$ cat src/rtl/phase_sequencer_if.sv
// phase_sequencer_if: control/config inputs and phase/status outputs of the two-phase sequencer.
interface phase_sequencer_if #(
    parameter int CNT_W   = 8,
    parameter int BURST_W = 8
);
    logic               start;
    logic               stop;
    logic               cfg_we;
    logic [CNT_W-1:0]   cfg_high;
    logic [CNT_W-1:0]   cfg_gap;
    logic [BURST_W-1:0] burst_len;
    logic [1:0]         phase;
    logic               busy;
    logic               cycle_done;
    logic               cfg_err;
    modport master (
        output start, stop, cfg_we, cfg_high, cfg_gap, burst_len,
        input  phase, busy, cycle_done, cfg_err
    );
    modport slave (
        input  start, stop, cfg_we, cfg_high, cfg_gap, burst_len,
        output phase, busy, cycle_done, cfg_err
    );
endinterface

$ cat src/rtl/phase_sequencer.sv
// phase_sequencer: two-phase non-overlapping clock sequencer with programmable high/gap time.
// Define PHASE_SEQ_BURST_EN to stop automatically after burst_len periods (0 = free-run).
module phase_sequencer #(
    parameter int CNT_W   = 8,
    parameter int BURST_W = 8
) (
    input  logic clk,
    input  logic rst,
    phase_sequencer_if.slave bus
);
    typedef enum logic [2:0] {IDLE, PH0, GAP0, PH1, GAP1} state_t;
    state_t           state, state_n;
    logic [CNT_W-1:0] cnt, cnt_n, high_r, gap_r;
    logic             stop_pend, stop_pend_n;
    logic [1:0]       phase_r;
    logic             busy_r, cd_r, err_r, cd_n;
    logic             accept, last, period_end, finish, burst_done;

`ifdef PHASE_SEQ_BURST_EN
    logic [BURST_W-1:0] burst_r, per_cnt;
    assign burst_done = burst_r != '0 && per_cnt == burst_r - 1'b1;
    always_ff @(posedge clk) begin
        if (rst) begin
            burst_r <= '0;
            per_cnt <= '0;
        end else if (accept) begin
            burst_r <= bus.burst_len;
            per_cnt <= '0;
        end else if (period_end) begin
            per_cnt <= per_cnt + 1'b1;
        end
    end
`else
    logic unused_burst;
    assign unused_burst = ^bus.burst_len;
    assign burst_done   = 1'b0;
`endif

    always_comb begin
        accept      = state == IDLE && bus.start && !bus.stop;
        last        = (state == PH0 || state == PH1) ? cnt == high_r - 1'b1 :
                      (state == GAP0 || state == GAP1) ? cnt == gap_r - 1'b1 : 1'b0;
        period_end  = state == GAP1 && last;
        finish      = period_end && (stop_pend || bus.stop || burst_done);
        state_n     = state == IDLE ? (accept ? PH0 : IDLE) :
                      !last         ? state :
                      state == PH0  ? GAP0 :
                      state == GAP0 ? PH1 :
                      state == PH1  ? GAP1 :
                      finish        ? IDLE : PH0;
        // every non-idle state change coincides with `last`, so the counter restarts there
        cnt_n       = (state == IDLE || last) ? '0 : cnt + 1'b1;
        stop_pend_n = state_n == IDLE ? 1'b0 : stop_pend | bus.stop;
        cd_n        = state_n == GAP1 && cnt_n == gap_r - 1'b1;
    end

    always_ff @(posedge clk) begin
        if (rst) begin
            state     <= IDLE;
            cnt       <= '0;
            high_r    <= CNT_W'(1);
            gap_r     <= CNT_W'(1);
            stop_pend <= 1'b0;
            phase_r   <= 2'b00;
            busy_r    <= 1'b0;
            cd_r      <= 1'b0;
            err_r     <= 1'b0;
        end else begin
            state     <= state_n;
            cnt       <= cnt_n;
            stop_pend <= stop_pend_n;
            if (bus.cfg_we && state == IDLE) begin
                high_r <= bus.cfg_high == '0 ? CNT_W'(1) : bus.cfg_high;
                gap_r  <= bus.cfg_gap == '0 ? CNT_W'(1) : bus.cfg_gap;
            end
            phase_r   <= {state_n == PH1, state_n == PH0};
            busy_r    <= state_n != IDLE;
            cd_r      <= cd_n;
            err_r     <= bus.cfg_we && state != IDLE;
        end
    end

    assign bus.phase      = phase_r;
    assign bus.busy       = busy_r;
    assign bus.cycle_done = cd_r;
    assign bus.cfg_err    = err_r;

    a_no_overlap: assert property (@(posedge clk) phase_r != 2'b11);
endmodule

$ cat src/flat_wrapper.sv
// flat-port wrapper written by rule: the top's interface ports become plain ports
module phase_sequencer_flat 
#(
    parameter int CNT_W   = 8,
    parameter int BURST_W = 8
)
  (clk, rst, bus_start, bus_stop, bus_cfg_we, bus_cfg_high, bus_cfg_gap, bus_burst_len, bus_phase, bus_busy, bus_cycle_done, bus_cfg_err);
  phase_sequencer_if #(.CNT_W(CNT_W), .BURST_W(BURST_W)) bus_i ();
  input  logic clk;
  input  logic rst;
  input wire logic [$bits(bus_i.start)-1:0] bus_start;
  input wire logic [$bits(bus_i.stop)-1:0] bus_stop;
  input wire logic [$bits(bus_i.cfg_we)-1:0] bus_cfg_we;
  input wire logic [$bits(bus_i.cfg_high)-1:0] bus_cfg_high;
  input wire logic [$bits(bus_i.cfg_gap)-1:0] bus_cfg_gap;
  input wire logic [$bits(bus_i.burst_len)-1:0] bus_burst_len;
  output wire logic [$bits(bus_i.phase)-1:0] bus_phase;
  output wire logic [$bits(bus_i.busy)-1:0] bus_busy;
  output wire logic [$bits(bus_i.cycle_done)-1:0] bus_cycle_done;
  output wire logic [$bits(bus_i.cfg_err)-1:0] bus_cfg_err;
  assign bus_i.start = bus_start;
  assign bus_i.stop = bus_stop;
  assign bus_i.cfg_we = bus_cfg_we;
  assign bus_i.cfg_high = bus_cfg_high;
  assign bus_i.cfg_gap = bus_cfg_gap;
  assign bus_i.burst_len = bus_burst_len;
  assign bus_phase = bus_i.phase;
  assign bus_busy = bus_i.busy;
  assign bus_cycle_done = bus_i.cycle_done;
  assign bus_cfg_err = bus_i.cfg_err;
  phase_sequencer #(.CNT_W(CNT_W), .BURST_W(BURST_W)) u_core (.clk(clk), .rst(rst), .bus(bus_i));
endmodule
$ cat config.mk
export PLATFORM = sky130hd
export DESIGN_NAME = phase_sequencer_flat
export DESIGN_NICKNAME = d
export VERILOG_FILES = /design/src/rtl/phase_sequencer_if.sv /design/src/rtl/phase_sequencer.sv /design/src/flat_wrapper.sv
export SDC_FILE = /design/constraint.sdc
export NUM_CORES = 1
export LEC_CHECK = 0
export CAP_MARGIN = 25
export CORE_AREA = 2 2 64 78
export DETAILED_ROUTE_END_ITERATION = 10
export DIE_AREA = 0 0 66 80
export GPL_TIMING_DRIVEN = 0
export HOLD_SLACK_MARGIN = 0.06
export PLACE_DENSITY = 0.79
export SYNTH_ARGS = -nofsm -noshare
export SYNTH_HDL_FRONTEND = slang
export SYNTH_SLANG_ARGS = --single-unit
$ cat constraint.sdc
create_clock -name clk -period 2.42 [get_ports clk]
set_input_delay 0.484 -clock clk [delete_from_list [all_inputs] [get_ports clk]]
set_output_delay 0.484 -clock clk [all_outputs]
set_load 0.1 [all_outputs]
==> results of run 1 <==
-- per-stage QoR --
stage / cell area (sq um) / std cells / power, mW / TNS [ps]
after floorplan: 2120 / 254 / 1.05 / -98.5
after global placement: 2440 / 337 / 1.17 / -1840
after detailed placement: 2440 / 337 / 1.18 / -2240
after CTS: 2690 / 352 / 1.76 / -320
after global routing: 2750 / 354 / 1.89 / -1620
final: 2750 / 354 / 1.81 / -669
-- power by group through the flow --
stage	registers, mW	logic, mW	clock network [mW]
after detailed placement	0.642	0.538	0
after CTS	0.633	0.587	0.545
after floorplan	0.682	0.365	0
after global placement	0.640	0.526	0
final	0.639	0.627	0.543
after global routing	0.644	0.678	0.568
-- worst register-to-register path, delay by kind of cell, from the launching register on --
kind	cells	cell delay, ps
XOR/XNOR	1	130
AND/OR/NAND/NOR	5	1420
flip-flops	1	380
AO/OA/AOI/OAI	2	260
adder cells (fa/ha/maj)	1	240
buffers and inverters	2	150
-- logic make-up after synthesis --
group | Yosys count | synth area share
compound gates | 46 | 0.144
simple gates | 110 | 0.285
mux | 1 | 0.00479
flops | 33 | 0.316
fa+ha+maj | 3 | 0.0180
xor+xnor | 36 | 0.174
buf+inv | 25 | 0.0575
-- Yosys cell counts, types with 3 or more instances --
master	n
a211o_1	4
a21oi_1	23
a41oi_1	3
and3_1	4
buf_2	3
clkbuf_1	8
dfxtp_1	33
ha_1	3
inv_1	10
nand2_1	35
nand2b_1	4
nand3_1	7
nor2_1	19
nor2b_1	5
nor3_1	11
nor3b_1	4
nor4_1	3
nor4_2	4
or3_1	3
xnor2_1	19
xnor3_1	3
xor2_1	13
-- flip-flops by register name, summed over array words and instances (netlist names) --
register,cells
u_core.stop_pend,1
u_core.cnt,8
u_core.state,3
u_core.bus.busy,1
u_core.gap_r,8
u_core.bus.cycle_done,1
u_core.bus.cfg_err,1
u_core.bus.phase,2
u_core.high_r,8
-- final cells by class --
class / count / area share
Clock inverter: 2 / 0.0137
Sequential cell: 33 / 0.244
Multi-Input combinational cell: 196 / 0.520
Buffer: 11 / 0.0228
Clock buffer: 6 / 0.0301
Inverter: 10 / 0.0146
Timing Repair Buffer: 38 / 0.128
Tap cell: 58 / 0.0264
-- metal layers --
metal / global-route usage / vias up
li1: - / 964
met1: 0.255 / 913
met2: 0.371 / 75
met3: 0.0395 / 19
met4: 0.100 / 0
met5: 0 / -
-- how the worst max path moves through the flow --
stage                     slack [ps]             start                     to  depth (start not counted)
after floorplan                 -100  u_core.high_r[0]  u_core.bus.cycle_done                         13
after global placement          -290  u_core.high_r[0]  u_core.bus.cycle_done                         13
after detailed placement        -330  u_core.high_r[0]  u_core.bus.cycle_done                         13
after CTS                       -200   u_core.gap_r[0]  u_core.bus.cycle_done                         11
after global routing            -320   u_core.gap_r[0]  u_core.bus.cycle_done                         11
final                           -260   u_core.gap_r[0]  u_core.bus.cycle_done                         11
-- repair_timing --
action	in CTS	in global routing
resized for setup	18	11
buffers inserted	10	2
hold buffers	0	0
gates cloned	0	0
setup endpoints to repair	14	14
pin swaps	10	13
==> results.cfg, run 1 <==
[finish]
drive_gt1_frac = 0.199
post-route-util = 0.607
antenna_cells = 0
syn_to_final_growth_pct = 31.6
num-fill-cells = 389
fin_nets = 327
final_cell_mix = nand2_1, dfxtp_1, clkdlybuf4s50_1
multi_input_area_sq_um = 1430
ff_latch_area_sq_um = 669
layout_commonest_cell = nand2_1

[floorplanning]
fp.dieH_microns = 80
initial_core_util = 0.461
rows = 27
ios = 34
die_area_sq_um = 5280
dieWidth_microns = 66
core-area_sq_um = 4530

[critical_path]
start_kind = register
timing.rr.start = u_core.gap_r[0]
worstSetupPathType = reg -> reg
cp-end-kind = register
critPathMostFrequentCell = nor4_2
ff2ff_path_depth = 11
cp_top_family = simple AND/OR/NAND/NOR gates
crit_slowest_cell = or4b_4
worstPathArrival_ps = 2880
reg2reg_slack_ps = -260
crit_chain = inv_4 > ha_4 > xnor2_2 > nor4_2 > nand4_1 > or4b_4 > and2_4 > buf_6 > a21oi_2 > o221ai_2 > nor4_2
cp_max_fo = 4
max_stage_delay_ps = 520
worstReg2RegEnd = u_core.bus.cycle_done
required_ps = 2620
crit_buf_inv = 2

[sta]
setup_viol = 5
finalHoldViolCount = 0
whs_ps = 475
grt_setup_unrepaired = true
maxSlewHeadroom = 0.358
finalCritPeriodShare = 1.11
period_minus_slack_ps = 2680
maxSlewViolCount = 0
finalWorstSetupSlack_ps = -256
max_freq_ghz = 0.374
worst_pin_slew_ps = 960
clock_skew_ps = 6.18

[pwr]
peakVddDrop_uv = 556
seq_power_share = 0.353
clockPowerShare = 0.300
power.share.switching = 0.329
leakage_nw = 1.06
net-switching-power_uw = 595
pwr-share-comb = 0.346
p_per_area_nw_per_um2 = 658
internal-power_mw = 1.21

[route]
met1_length_mm = 2.12
drt_iter0_drc = 90
drc = 0
top_layer_used = met4
vias = 1971
dr_wl_met2_mm = 2.71
wl_met3_microns = 283
viasPerCell = 5.57
post_drt_wl_per_cell_microns = 15.0
finalWirelength_mm = 5.30
postRouteAntennaNets = 0
first_pass_iters = 4

[job]
cap_violations = 0

[worst_hold_path]
holdCritPathClass = reg -> reg
hold_depth = 2
whs_endpoint = u_core.stop_pend
hp-start = u_core.stop_pend

[synth]
synth-seq-cells = 33
ys_warn_count = 0
async_reset_ff_frac = 0
yosysTopAreaCell = dfxtp_1
synth_cells = 254
synth_top_area_share = 0.316
syn-cell-area_sq_um = 2090
yosys-top-cells-area = dfxtp_1, xnor2_1, nand2_1
synth-edff-count = 0
synth.avg_cell_area_sq_um = 8.22
synth_flop_cell = dfxtp_1
seq_area_frac_synth = 0.316
syn-num-nets = 286
yosysUniqueCellTypes = 49

[cts]
htreeDepth = 2
insertion_delay_ps = 290
path_clk_slew_ps = 70
root_buffer = clkbuf_8
cts_sinks = 33
cts_buffers = 5
cts_tree = yes
cts_max_path_buffers = 2

[place]
globalplace.congestion = 0.858
hpwl_mm = 3.56
portBuffers = 25
dp_slack_ps = -332

[run_status]
outcome = finished, violations left
violations = negative setup slack

[global_route]
grt_pass1_wl_mm = 8.83
grt_antenna_before_repair = 0
grt_max_degree = 12
grt_usage = 0.215
grt_pass1_vias = 1911
overflow = 0
Note: power is estimated with default switching activity, not from simulation.
==> run 2, diff against run 1 <==
RECOVER_POWER = 100   (was unset)
==> run 2 against run 1 <==
  * Critical path depth did not move
  * Die area unchanged
  * Worst hold slack about the same
  * Worst setup slack lost 2.2 ps
  * Non-clock buffer count did not move
  * Combinational power about the same
  * Final area unchanged
  * Sequential share of layout area is the same
  * Clock power about the same
  * The run still ends with negative setup slack left
  * Sequential cell count is the same
==> results.cfg, run 2 (synthesis gave the netlist of run 1 again) <==
[critical_path]
required_ps = 2620
worstSetupPathType = reg -> reg
critPathMostFrequentCell = nor4_2
start_kind = register
reg2reg_slack_ps = -260
cp_num_cells = 11
worstPathArrival_ps = 2880
cp_max_fo = 4
max_stage_delay_ps = 520
ff2ff_path_depth = 11
crit_chain = inv_4 > ha_4 > xnor2_2 > nor4_2 > nand4_1 > or4b_4 > and2_4 > buf_6 > a21oi_2 > o221ai_2 > nor4_2
crit_slowest_cell = or4b_4
cp_top_family = simple AND/OR/NAND/NOR gates
crit_buf_inv = 2
cp-end-kind = register

[route]
top_layer_used = met4
dr_wl_met2_mm = 2.73
vias = 1975
met1_length_mm = 2.12
viasPerCell = 5.58
postRouteAntennaNets = 0
drc = 0
post_drt_wl_per_cell_microns = 15.0
first_pass_iters = 4
drt_iter0_drc = 90
finalWirelength_mm = 5.31
wl_met3_microns = 290

[global_route]
grt_usage = 0.215
grt_antenna_before_repair = 0
overflow = 0
grt_max_degree = 12
grt_pass1_vias = 1911
grt_pass1_wl_mm = 8.83

[pwr]
seq_power_share = 0.354
net-switching-power_uw = 595
power.share.switching = 0.330
internal-power_mw = 1.21
p_per_area_nw_per_um2 = 657
pwr-share-comb = 0.346
leakage_nw = 1.07
peakVddDrop_uv = 556
clockPowerShare = 0.301

[place]
dp.cells = 337
globalplace.congestion = 0.858
dp_slack_ps = -332
hpwl_mm = 3.56
portBuffers = 25

[finish]
final_cell_mix = nand2_1, dfxtp_1, a21oi_1
fin_nets = 327
syn_to_final_growth_pct = 31.6
antenna_cells = 0
largestRegisters = u_core.cnt (8), u_core.gap_r (8), u_core.high_r (8)
drive_gt1_frac = 0.199
layout_commonest_cell = nand2_1
final_cells = 354

[floorplanning]
fp.dieH_microns = 80
dieWidth_microns = 66
initial_core_util = 0.461
rows = 27
ios = 34
core-area_sq_um = 4530
die_area_sq_um = 5280

[sta]
finalWorstSetupSlack_ps = -258
max_freq_ghz = 0.373
setup_viol = 6
grt_setup_unrepaired = true
worst_pin_slew_ps = 971
finalCritPeriodShare = 1.11
maxSlewHeadroom = 0.351
whs_ps = 475
finalHoldViolCount = 0
period_minus_slack_ps = 2680
maxSlewViolCount = 0
clock_skew_ps = 6.18

[cts]
root_buffer = clkbuf_8
cts_max_path_buffers = 2
cts_sinks = 33
path_clk_slew_ps = 70
htreeDepth = 2
cts_buffers = 5
insertion_delay_ps = 290
cts_tree = yes
cts_hold_buffers = 0

[job]
cap_violations = 0

[worst_hold_path]
hold_depth = 2
holdCritPathClass = reg -> reg

[run_status]
outcome = finished, violations left
violations = negative setup slack
run 2: through the flow:
| step | util | cell area, sq um | power [mW] | setup TNS (ps) |
|---|---|---|---|---|
| 2_1_floorplan | - | 2120 | 1.05 | -98.5 |
| 3_3_place_gp | 0.540 | 2440 | 1.17 | -1840 |
| 3_5_place_dp | 0.540 | 2440 | 1.18 | -2240 |
| 4_1_cts | 0.593 | 2690 | 1.76 | -320 |
| 5_1_grt | 0.607 | 2750 | 1.89 | -1620 |
| 6_report | 0.607 | 2750 | 1.81 | -672 |
run 2: path summary, 6_finish.rpt:
path                                  startpoint                    end
worst max-delay path             u_core.gap_r[0]  u_core.bus.cycle_done
worst max register to register   u_core.gap_r[0]  u_core.bus.cycle_done
worst min-delay path            u_core.stop_pend       u_core.stop_pend
worst min register to register  u_core.stop_pend       u_core.stop_pend
run 2: layout make-up:
type | count | area (sq um)
plain buffers | 11 | 62.6
clock buffers | 6 | 82.6
clock inverters | 2 | 37.5
fillers | 389 | 1780
inverters | 10 | 40.0
multi-input cells | 196 | 1430
flip-flops and latches | 33 | 669
well taps | 58 | 72.6
repair buffers | 38 | 353
run 2: power by group through the flow:
stage / Sequential (mW) / Combinational, mW / Clock (mW)
after floorplan: 0.682 / 0.365 / 0
after global placement: 0.640 / 0.526 / 0
after detailed placement: 0.642 / 0.538 / 0
after CTS: 0.633 / 0.587 / 0.545
after global routing: 0.643 / 0.675 / 0.568
final: 0.638 / 0.624 / 0.543
run 2: per-layer routing:
metal / global-route usage / up-vias
met5: 0 / -
met4: 0.100 / 0
met3: 0.0395 / 17
met2: 0.371 / 77
met1: 0.255 / 917
li1: - / 964
run 2: worst min-delay path: stages (launching register included):
cell,delay [ps]
dfxtp_1,310
nor2_1,40
nor2b_1,90
run 2: what timing repair did:
item / 4_1_cts / 5_1_grt
endpoints found under the setup margin: 14 / 14
resized for setup: 18 / 11
setup buffers: 10 / 2
pin swaps: 10 / 13
